File: config.mk
export PLATFORM = sky130hd
export DESIGN_NAME = rgb_pwm_fader
export DESIGN_NICKNAME = d
export VERILOG_FILES = /design/src/rtl/rgb_pwm_fader.sv
export SDC_FILE = /design/constraint.sdc
export NUM_CORES = 1
export LEC_CHECK = 0
export BUFFER_PORTS_ARGS = -buffer_cell sky130_fd_sc_hd__buf_2
export CORE_AREA = 2 2 101 103
export DETAILED_ROUTE_END_ITERATION = 10
export DIE_AREA = 0 0 103 105
export PLACE_DENSITY = 0.7
export RECOVER_POWER = 50
export SYNTH_ARGS = -nofsm -noshare
export SYNTH_HDL_FRONTEND = slang
export SYNTH_SLANG_ARGS = --single-unit
File: constraint.sdc
create_clock -name clk -period 8.4 [get_ports clk]
set_input_delay 0.42 -clock clk [delete_from_list [all_inputs] [get_ports clk]]
set_output_delay 0.42 -clock clk [all_outputs]
set_load 0.01 [all_outputs]
File: src/rtl/rgb_pwm_fader.sv
// Three-channel PWM generator with a linear 1-LSB-per-tick colour fade toward a handshaked target.
// Latency: pwm_x is registered, one cycle after cnt; a new target starts fading within STEP_DIV PWM periods.
// Backpressure: tgt_ready is low for the whole fade; optional gamma curve via RGB_PWM_FADER_GAMMA_EN.
module rgb_pwm_fader #(
    parameter int PWM_BITS = 8,
    parameter int STEP_DIV = 4
) (
    input  logic                      clk,
    input  logic                      rst_n,
    input  logic                      halt,
    input  logic                      tgt_valid,
    output logic                      tgt_ready,
    input  logic [PWM_BITS-1:0]       tgt_r,
    input  logic [PWM_BITS-1:0]       tgt_g,
    input  logic [PWM_BITS-1:0]       tgt_b,
    output logic                      pwm_r,
    output logic                      pwm_g,
    output logic                      pwm_b,
    output logic                      busy,
    output logic [3*PWM_BITS-1:0]     cur_rgb
);

    localparam logic [PWM_BITS-1:0] CNT_MAX   = '1;
    localparam logic [15:0]         STEP_LAST = 16'(STEP_DIV - 1);

    typedef enum logic {IDLE, FADE} state_t;

    state_t              state, state_nxt;
    logic [PWM_BITS-1:0] cnt;
    logic [15:0]         step_cnt;
    logic [PWM_BITS-1:0] duty_r, duty_g, duty_b;
    logic [PWM_BITS-1:0] tgt_r_q, tgt_g_q, tgt_b_q;
    logic [PWM_BITS-1:0] eff_r, eff_g, eff_b;
    logic                wrap, fade_tick, accept, same_as_cur, at_tgt;

    assign wrap        = !halt && (cnt == CNT_MAX);
    assign fade_tick   = wrap && (step_cnt == STEP_LAST);
    assign accept      = tgt_valid && (state == IDLE);
    assign same_as_cur = (tgt_r == duty_r) && (tgt_g == duty_g) && (tgt_b == duty_b);
    assign at_tgt      = (duty_r == tgt_r_q) && (duty_g == tgt_g_q) && (duty_b == tgt_b_q);

    assign tgt_ready = (state == IDLE);
    assign busy      = (state == FADE);
    assign cur_rgb   = {duty_r, duty_g, duty_b};

    function automatic logic [PWM_BITS-1:0] step_toward(input logic [PWM_BITS-1:0] d,
                                                        input logic [PWM_BITS-1:0] t);
        if (d < t)
            return d + 1'b1;
        else if (d > t)
            return d - 1'b1;
        else
            return d;
    endfunction

`ifdef RGB_PWM_FADER_GAMMA_EN
    localparam int W2 = 2 * PWM_BITS;

    // (d*d + d) >> PWM_BITS maps full scale onto itself and keeps 1 LSB dark.
    function automatic logic [PWM_BITS-1:0] gamma(input logic [PWM_BITS-1:0] d);
        logic [W2-1:0] sq;
        sq = W2'(d) * W2'(d) + W2'(d);
        return sq[W2-1:PWM_BITS];
    endfunction

    assign eff_r = gamma(duty_r);
    assign eff_g = gamma(duty_g);
    assign eff_b = gamma(duty_b);
`else
    assign eff_r = duty_r;
    assign eff_g = duty_g;
    assign eff_b = duty_b;
`endif

    always_ff @(posedge clk or negedge rst_n) begin
        if (!rst_n) begin
            cnt      <= '0;
            step_cnt <= '0;
        end else if (!halt) begin
            cnt <= cnt + 1'b1;
            if (wrap)
                step_cnt <= (step_cnt == STEP_LAST) ? 16'd0 : step_cnt + 16'd1;
        end
    end

    always_ff @(posedge clk or negedge rst_n) begin
        if (!rst_n) begin
            pwm_r <= 1'b0;
            pwm_g <= 1'b0;
            pwm_b <= 1'b0;
        end else if (!halt) begin
            pwm_r <= (cnt < eff_r);
            pwm_g <= (cnt < eff_g);
            pwm_b <= (cnt < eff_b);
        end
    end

    always_ff @(posedge clk or negedge rst_n) begin
        if (!rst_n) begin
            tgt_r_q <= '0;
            tgt_g_q <= '0;
            tgt_b_q <= '0;
        end else if (accept) begin
            tgt_r_q <= tgt_r;
            tgt_g_q <= tgt_g;
            tgt_b_q <= tgt_b;
        end
    end

    // Duties only move on a wrap cycle, so each PWM period sees a single duty value.
    always_ff @(posedge clk or negedge rst_n) begin
        if (!rst_n) begin
            duty_r <= '0;
            duty_g <= '0;
            duty_b <= '0;
        end else if (fade_tick && (state == FADE)) begin
            duty_r <= step_toward(duty_r, tgt_r_q);
            duty_g <= step_toward(duty_g, tgt_g_q);
            duty_b <= step_toward(duty_b, tgt_b_q);
        end
    end

    always_ff @(posedge clk or negedge rst_n) begin
        if (!rst_n)
            state <= IDLE;
        else
            state <= state_nxt;
    end

    always_comb begin
        state_nxt = state;
        case (state)
            IDLE: if (accept && !same_as_cur) state_nxt = FADE;
            FADE: if (!halt && at_tgt)        state_nxt = IDLE;
            default:                          state_nxt = IDLE;
        endcase
    end

endmodule

# Yosys cells after proc, flatten, opt, wreduce, memory -nomap -nowiden

Index checks and enable logic that the tools add are counted.
W data, S select, Z words.

Eq/ne operators: 8
Muxes and demuxes: 10
Add/sub/neg operators: 8
Magnitude comparators: 9
Bitwise operators: 2
Reductions and logical operators: 19

Operators by type and width:

| kind                    | count |
|---|---|
| $eq A8 B8 Y1            | 6 |
| $lt A8 B8 Y1            | 6 |
| $mux W8                 | 6 |
| $add A8 B1 Y8 const B   | 4 |
| $gt A8 B8 Y1            | 3 |
| $sub A8 B1 Y8 const B   | 3 |
| $add A16 B1 Y16 const B | 1 |
| $eq A16 B2 Y1 const B   | 1 |
| $mux W16                | 1 |
| $logic_and A1 B1 Y1     | 10 |
| $eq A8 B8 Y1 const B    | 1 |
| $reduce_and A2 Y1       | 4 |
| $reduce_bool A2 Y1      | 3 |
| $logic_not A1 Y1        | 2 |
| $mux W1                 | 2 |
| $not A1 Y1              | 2 |
| $pmux W1 S2             | 1 |

Word-level logic and storage cells: 68
Output and inout port bits: 29
Input port bits: 28
Register bits: 76

# Depth between registers and ports, before layout

Gate-level depths: netlist of the first run.

Depth after elaboration: 7
Depth in mapped cells: 13
Mapped depth without buffers: 13

# Least setup slack after synthesis of the first run

Ideal clock, no wire load.

Kind: register -> register
Start: register duty_g[6]
End: register duty_g[7]
Setup slack: 5,520 ps
Period minus slack after synthesis: 2,880 ps
Setup time: 80 ps
Arrival: 2,800 ps
Buffers on the path: 0
Stages on the path, launching flop included: 13
Path through: dfrtp_1 -> ha_1 -> a21oi_1 -> nand2_1 -> a21oi_1 -> nand2_1 -> ha_1 -> a21oi_1 -> o211ai_1 -> o41a_1 -> and3_1 -> o211ai_1 -> xnor2_1

Longest elaborated chain between the ends: 3
Elaborated cells between the ends (all ways): 8
Those cells by class: add/sub (2); order compare (2); mux (2); reduce/logical (2)

Ends and longest elaborated chain:

| what                                          | RTL line | RTL |
|---|---|---|
| from (decl)                                   | 31       | `logic [PWM_BITS-1:0] duty_r, duty_g, duty_b;` |
| from (signal assigned)                        | 118      | `duty_g <= step_toward(duty_g, tgt_g_q);` |
| $sub A8 B1 Y8 (tied with other cells)         | 51       | `return d - 1'b1;` |
| $mux W8 or $reduce_bool A2 Y1 (tied branches) | -        |  |
| $mux W8 or $reduce_and A2 Y1 (tied branches)  | -        |  |

Several ways; a longest one is shown, not always the timed one. The select of a mux whose other input is x is not followed.
A chain may end at the register's enable or synchronous reset.

==> impl_metrics.csv, run 1 <==
group,metric,value,unit
global_routing,grt_pass1_wl,19400,microns
critical_path,path_buf_inv,1,
critical_path,r2r_cells,12,
floorplanning,ios,57,
critical_path,endpoint_kind,"asynchronous set/reset pin",
global_routing,grt.total_usage,22.8,%
clock_tree,h-tree-depth,3,
run_status,violations,"capacitance limit, slew limit",
floorplanning,rows,36,
hold_path,holdPathEnd,"tgt_r_q[6]",
power_and_ir_drop,power_density,158,mW/mm^2
clock_tree,cts_tree,"built",
route,drc,0,
critical_path,worstSetupPathType,"input pin to asynchronous set/reset pin",
sta,setup_violations,0,
clock_tree,insertion_delay,0.36,ns
floorplanning,die_w,103,microns
logic_synthesis,yosysWarnings,0,
critical_path,crit_path_max_fanout,76,
job,maxCapViolCount,2,
finish,n_antenna_cell,0,
critical_path,crit-reg2reg-capture,"duty_g[7]",
floorplanning,core_area,0.00964,sq mm
route,highest_layer,"met4",
hold_path,hold_depth,3,
place,dp_hpwl,8650,microns
sta,setup_tns,0,ns
finish,register_area,0.00190,sq mm
route,drt-initial-drc-count,162,
route,vias_per_cell,5.46,
route,dr_wl_met2,5430,microns
sta,holdWs,0.287,ns
clock_tree,clock_sinks,76,
critical_path,crit_chain,"clkbuf_1",
critical_path,slowest_delay,2.84,ns
global_routing,grt_pass1_vias,3985,
critical_path,reg2reg_slack,5.12,ns
sta,skew,0.00874,ns
finish,drive_gt1_share,15.5,%
route,antenna_left,0,
logic_synthesis,ys_seq_elements,76,
global_routing,grt_start_max_net_pins,77,
logic_synthesis,syn_nets,618,
finish,syn_to_final_growth,11.9,%
sta,tightest_slew,4.13,ns
sta,fmax,0.263,GHz
logic_synthesis,async_flop_share,100,%
sta,slew_headroom,-175,%
sta,rsz0062_at_grt,"false",
route,routed_wl,11300,microns
global_routing,overflow,0,
critical_path,cp_num_cells,1,
sta,slew_violations,121,
floorplanning,dieArea,0.0108,sq mm
run_status,status,"finished with violations",
critical_path,r2r_start,"duty_g[6]",
clock_tree,cts_buffers,9,
sta,hold_violations,0,
power_and_ir_drop,irDropWorstVdd,0.0793,mV
route,wl_met3,376,microns
route,drtPass1Iterations,4,
clock_tree,postCtsSetupRepairBufs,0,
route,num_vias,3939,
floorplanning,die_y,105,microns
global_routing,antenna_found_initial,0,
floorplanning,start_util,53.8,%
clock_tree,clockRootBuffer,"clkbuf_8",
logic_synthesis,synth_edf_count,0,
logic_synthesis,synth.largest_area_cell,"dfrtp_1",
logic_synthesis,synth_seq_area_share,36.7,%
hold_path,min_from,"tgt_r[6]",
sta,finalCritPeriodShare,45.3,%
critical_path,worstPathArrival,3.32,ns
logic_synthesis,synthDistinctLibCells,47,
sta,setup_slack,4.59,ns
route,m1WireLength,5330,microns
critical_path,start_kind,"input pin",
clock_tree,post_cts_resized,0,
clock_tree,cts_buffer_depth,2,
logic_synthesis,synth_top_area_share,36.7,%
power_and_ir_drop,power,0.919,mW
power_and_ir_drop,p_leak,2.86,nW
logic_synthesis,synthFlopType,"dfrtp_1",
clock_tree,hold_buffers,0,
critical_path,critPathSlowestCell,"clkbuf_1",
clock_tree,clk_pin_slew,0.09,ns
place,port-buffer-count,56,
logic_synthesis,synth_area_leaders,"dfrtp_1 37%, ha_1 16%, xnor2_1 7.1%",
place,preCtsSetupSlack,5.18,ns
logic_synthesis,syn_area,0.00518,sq mm
finish,fillCellCount,865,
critical_path,required,7.91,ns
hold_path,hold_class,"input pin to register",
critical_path,path_delay_family,"buffers and inverters",
sta,fin_crit,3.81,ns
place,place_congestion,0.814,
route,wire_per_inst,15.7,microns
finish,multiInputGateArea,0.00304,sq mm
finish,layout.nets,679,
logic_synthesis,synth.avg_cell_area,9.93,sq um
logic_synthesis,syn_inst,522,
-- cell families after synthesis --
kind of cell	count (synthesis)	share of synthesized area, %
adders and majority gates	68	16.8
AOI/OAI and AO/OA	99	11.7
muxes	18	4.15
and+or+nand+nor	131	14.7
buffers and inverters	63	4.63
DFF	76	36.7
xor gates and xnor gates	67	11.3
-- area by class of cell --
type / count / area share, %
multi-input combinational: 383 / 52.5
sequential: 76 / 32.8
timing repair buffer: 57 / 4.81
inverter: 56 / 3.63
tap: 133 / 2.87
clock buffer: 9 / 2.14
clock inverter: 7 / 1.29
-- power breakdown --
group / total (mW) / internal, mW / leakage (nW) / switching (mW)
registers: 0.440 / 0.391 / 0.902 / 0.0487
clock network: 0.290 / 0.139 / 0.0923 / 0.151
logic: 0.189 / 0.0917 / 1.86 / 0.0973
total: 0.919 / 0.622 / 2.86 / 0.297
-- synthesized netlist by cell type, types with 2 or more instances --
| cell | n |
|---|---|
| a211o_1 | 2 |
| a21o_1 | 11 |
| a21oi_1 | 33 |
| and3_1 | 7 |
| clkbuf_1 | 5 |
| dfrtp_1 | 76 |
| fa_1 | 3 |
| ha_1 | 65 |
| inv_1 | 56 |
| mux2_2 | 4 |
| mux2_4 | 6 |
| mux2i_1 | 8 |
| nand2_1 | 41 |
| nand2_4 | 2 |
| nand2b_1 | 5 |
| nand3_1 | 16 |
| nand4_1 | 12 |
| nand4b_1 | 2 |
| nor2_1 | 17 |
| nor2b_1 | 4 |
| nor3_1 | 7 |
| nor4_1 | 5 |
| nor4_2 | 2 |
| nor4_4 | 2 |
| o211ai_1 | 8 |
| o21a_1 | 2 |
| o21ai_0 | 28 |
| o21bai_1 | 3 |
| o22ai_1 | 3 |
| o41a_1 | 2 |
| o41ai_1 | 4 |
| xnor2_1 | 42 |
| xor2_1 | 25 |
-- per-layer routing --
metal	GRT usage (%)	vias to the layer above
met4	7.71	0
met5	0	-
li1	-	1961
met1	31.8	1894
met3	3.14	15
met2	36.2	69
-- cells in the final DEF (no fill, tap or decap), types with 2 or more instances in the layout --
cell type | synthesis | final
nor4_2 | 2 | 2
o41a_1 | 2 | 2
ha_1 | 65 | 65
a21o_1 | 11 | 11
mux2_2 | 4 | 4
mux2i_1 | 8 | 8
nand3_1 | 16 | 16
nand4b_1 | 2 | 2
xor2_1 | 25 | 25
nor2_1 | 17 | 17
a21oi_1 | 33 | 33
nor3_1 | 7 | 7
and3_1 | 7 | 7
nand2_4 | 2 | 2
o21ai_0 | 28 | 28
o41ai_1 | 4 | 4
a211o_1 | 2 | 2
nor4_4 | 2 | 2
nand2_1 | 41 | 41
clkinvlp_4 | 0 | 3
o21bai_1 | 3 | 3
o22ai_1 | 3 | 3
mux2_4 | 6 | 6
nor2b_1 | 4 | 4
nor4_1 | 5 | 5
inv_6 | 0 | 2
clkbuf_8 | 0 | 9
dfrtp_1 | 76 | 76
clkbuf_1 | 5 | 5
fa_1 | 3 | 3
nand2b_1 | 5 | 5
buf_2 | 0 | 52
o211ai_1 | 8 | 8
o21a_1 | 2 | 2
inv_1 | 56 | 56
xnor2_1 | 42 | 42
nand4_1 | 12 | 12
-- state kept, by name, summed over array words and instances (netlist names) --
register and count:
pwm_r 1, tgt_g_q 8, step_cnt 16, duty_g 8, duty_b 8, tgt_b_q 8, tgt_r_q 8, pwm_g 1
cnt 8, pwm_b 1, busy 1, duty_r 8
-- through the flow --
stage	util [%]	area (sq um)	instances
after CTS	60.3	5810	721
after global placement	58.2	5610	705
after detailed placement	58.2	5610	705
after global routing	60.2	5800	721
after floorplan	-	5180	522
final	60.2	5800	721
-- worst max path at each step --
stage,end,slack (ns),start
after floorplan,duty_g[7],5.52,duty_g[6]
after global placement,duty_r[7],5.26,duty_r[6]
after detailed placement,duty_r[7],5.18,duty_r[6]
after CTS,duty_r[7],5.15,duty_r[6]
after global routing,tgt_g_q[5],3.62,rst_n
final,duty_b[1],4.59,rst_n
No activity file was read; power rests on OpenSTA's default activity.
==> inputs of run 2 (changes only) <==
Settings changed: PLACE_DENSITY 0.7 to 0.73.
Clock period 8.4 ns to 3.45 ns, I/O delays scaled along.
==> impl_metrics.csv, run 2 (synthesis results as in run 1) <==
group,metric,value,unit
power_and_ir_drop,p_leak,2.90,nW
floorplanning,start_util,53.8,%
finish,multiInputGateArea,0.00305,sq mm
sta,setup_violations,0,
sta,slew_violations,77,
global_routing,antenna_found_initial,0,
critical_path,slowest_delay,0.46,ns
finish,final_util,60.9,%
sta,skew,0.00664,ns
route,drc,0,
sta,finalCritPeriodShare,92.8,%
power_and_ir_drop,comb_power_share,19.9,%
floorplanning,core_area,0.00964,sq mm
critical_path,worstPathArrival,3.48,ns
floorplanning,rows,36,
clock_tree,clock_sinks,76,
clock_tree,h-tree-depth,3,
global_routing,grt_pass1_vias,4038,
floorplanning,die_w,103,microns
sta,tightest_slew,1.91,ns
finish,regMostFlops,"step_cnt",
clock_tree,clockRootBuffer,"clkbuf_8",
finish,drive_gt1_share,16.2,%
critical_path,start_kind,"register",
hold_path,hold_class,"input pin to register",
power_and_ir_drop,irDropWorstVdd,0.246,mV
critical_path,cp_num_cells,12,
hold_path,hold_depth,3,
clock_tree,cts_buffers,9,
critical_path,crit_chain,"ha_1 > a21oi_1 > nand2_1 > a21oi_1 > nand2_2 > ha_1 > a21oi_1 > o211ai_1 > o41a_1 > and3_1 > o211ai_1 > xnor2_1",
clock_tree,cts_buffer_depth,2,
place,place_congestion,0.866,
clock_tree,cts_tree,"built",
place,port-buffer-count,56,
place,dp_hpwl,8750,microns
finish,most-common-layout-cells,"76 x dfrtp_1, 65 x ha_1, 56 x inv_1, 52 x buf_2, 42 x xnor2_1",
power_and_ir_drop,seqPwrFrac,45.3,%
route,wire_per_inst,15.8,microns
route,antenna_left,0,
global_routing,grt_pass1_wl,19200,microns
power_and_ir_drop,p_int,1.66,mW
finish,layout.nets,683,
global_routing,grt.total_usage,22.9,%
critical_path,crit_path_max_fanout,7,
run_status,status,"finished with violations",
critical_path,path_common_cell,"a21oi_1",
route,vias_per_cell,5.47,
critical_path,path_buf_inv,0,
run_status,violations,"capacitance limit, slew limit",
finish,register_area,0.00190,sq mm
global_routing,grt_start_max_net_pins,77,
sta,setup_tns,0,ns
sta,hold_violations,0,
power_and_ir_drop,clock_power_share,34.8,%
finish,fillCellCount,866,
sta,fmax,0.312,GHz
finish,largest_reg_flops,16,
sta,rsz0062_at_grt,"false",
floorplanning,dieArea,0.0108,sq mm
power_and_ir_drop,p_sw,0.690,mW
critical_path,path_delay_family,"compound AO/OA/AOI/OAI gates",
power_and_ir_drop,netSwitchingFraction,29.4,%
clock_tree,clk_pin_slew,0.08,ns
floorplanning,ios,57,
route,drt-initial-drc-count,134,
route,num_vias,3965,
clock_tree,insertion_delay,0.36,ns
global_routing,overflow,0,
finish,syn_to_final_growth,13.3,%
floorplanning,die_y,105,microns
critical_path,required,3.73,ns
critical_path,endpoint_kind,"register",
job,maxCapViolCount,1,
critical_path,r2r_cells,12,
route,drtPass1Iterations,4,
sta,fin_crit,3.20,ns
route,routed_wl,11500,microns
finish,mostFrequentLayoutCell,"dfrtp_1",
sta,slew_headroom,-27.3,%
power_and_ir_drop,power_density,400,mW/mm^2
critical_path,critPathSlowestCell,"dfrtp_1",
critical_path,worstSetupPathType,"register to register",
finish,n_antenna_cell,0,
==> run 2: cell types whose count changed in the layout (fill, tap and decap cells not counted), sizes merged <==
cell and delta:
inv -2, clkinvlp -3, clkbuf +3, clkinv +1, bufinv +2, buf +3
==> run 2: path summary, 6_finish.rpt <==
check / startpoint / endpoint / slack [ns]
worst max-delay path: duty_g[6] / duty_g[7] / 0.25
worst min-delay path: tgt_r[2] / tgt_r_q[2] / 0.04
worst max register to register: duty_g[6] / duty_g[7] / 0.25
worst min register to register: step_cnt[15] / step_cnt[15] / 0.47
max in group asynchronous: rst_n / duty_g[0] / 1.98
min in group asynchronous: rst_n / tgt_b_q[7] / 0.32
==> run 2: routing by layer <==
metal  GRT usage, %  part of all wire (%)
met1           30.3                    45
met2           37.7                    50
met3           3.88                   3.4
met4           7.99                   1.6
met5              0                     0
==> run 2: power by group through the flow <==
stage          Clock, mW  Combinational, mW  Sequential, mW
2_1_floorplan          0              0.337            1.05
3_3_place_gp           0              0.436            1.08
3_5_place_dp           0              0.463            1.08
4_1_cts            0.834              0.469            1.06
5_1_grt            0.871              0.531            1.08
6_report           0.817              0.467            1.06
==> run 2: cell type report <==
class,instances,share of cell area (%)
tap,133,2.83
clock inverter,5,1.71
multi-input combinational,383,52.0
inverter,56,3.58
timing repair buffer,61,5.22
sequential,76,32.4
clock buffer,11,2.24
==> run 2: worst register-to-register path: stages, from the launching register on <==
cell and delay [ns]:
dfrtp_1 0.46, ha_1 0.36, a21oi_1 0.14, nand2_1 0.07, a21oi_1 0.31, nand2_2 0.21
ha_1 0.32, a21oi_1 0.20, o211ai_1 0.16, o41a_1 0.34, and3_1 0.18, o211ai_1 0.21
xnor2_1 0.15
==> run 2: timing repair <==
action | CTS | global route
setup endpoints to repair | 0 | 3
hold buffers | 0 | 0
buffers inserted | 0 | 0
resized for setup | 0 | 3
==> run 2: through the flow <==
stage | worst slack (ns) | hold WS, ns | area [sq um] | total power, mW | cells
after floorplan | 0.570 | -0.123 | 5180 | 1.39 | 522
after global placement | 0.349 | 0.394 | 5640 | 1.51 | 709
after detailed placement | 0.261 | 0.397 | 5640 | 1.55 | 709
after CTS | 0.191 | 0.00876 | 5870 | 2.37 | 725
after global routing | 0.0367 | 0.0431 | 5870 | 2.48 | 725
final | 0.248 | 0.0410 | 5870 | 2.35 | 725
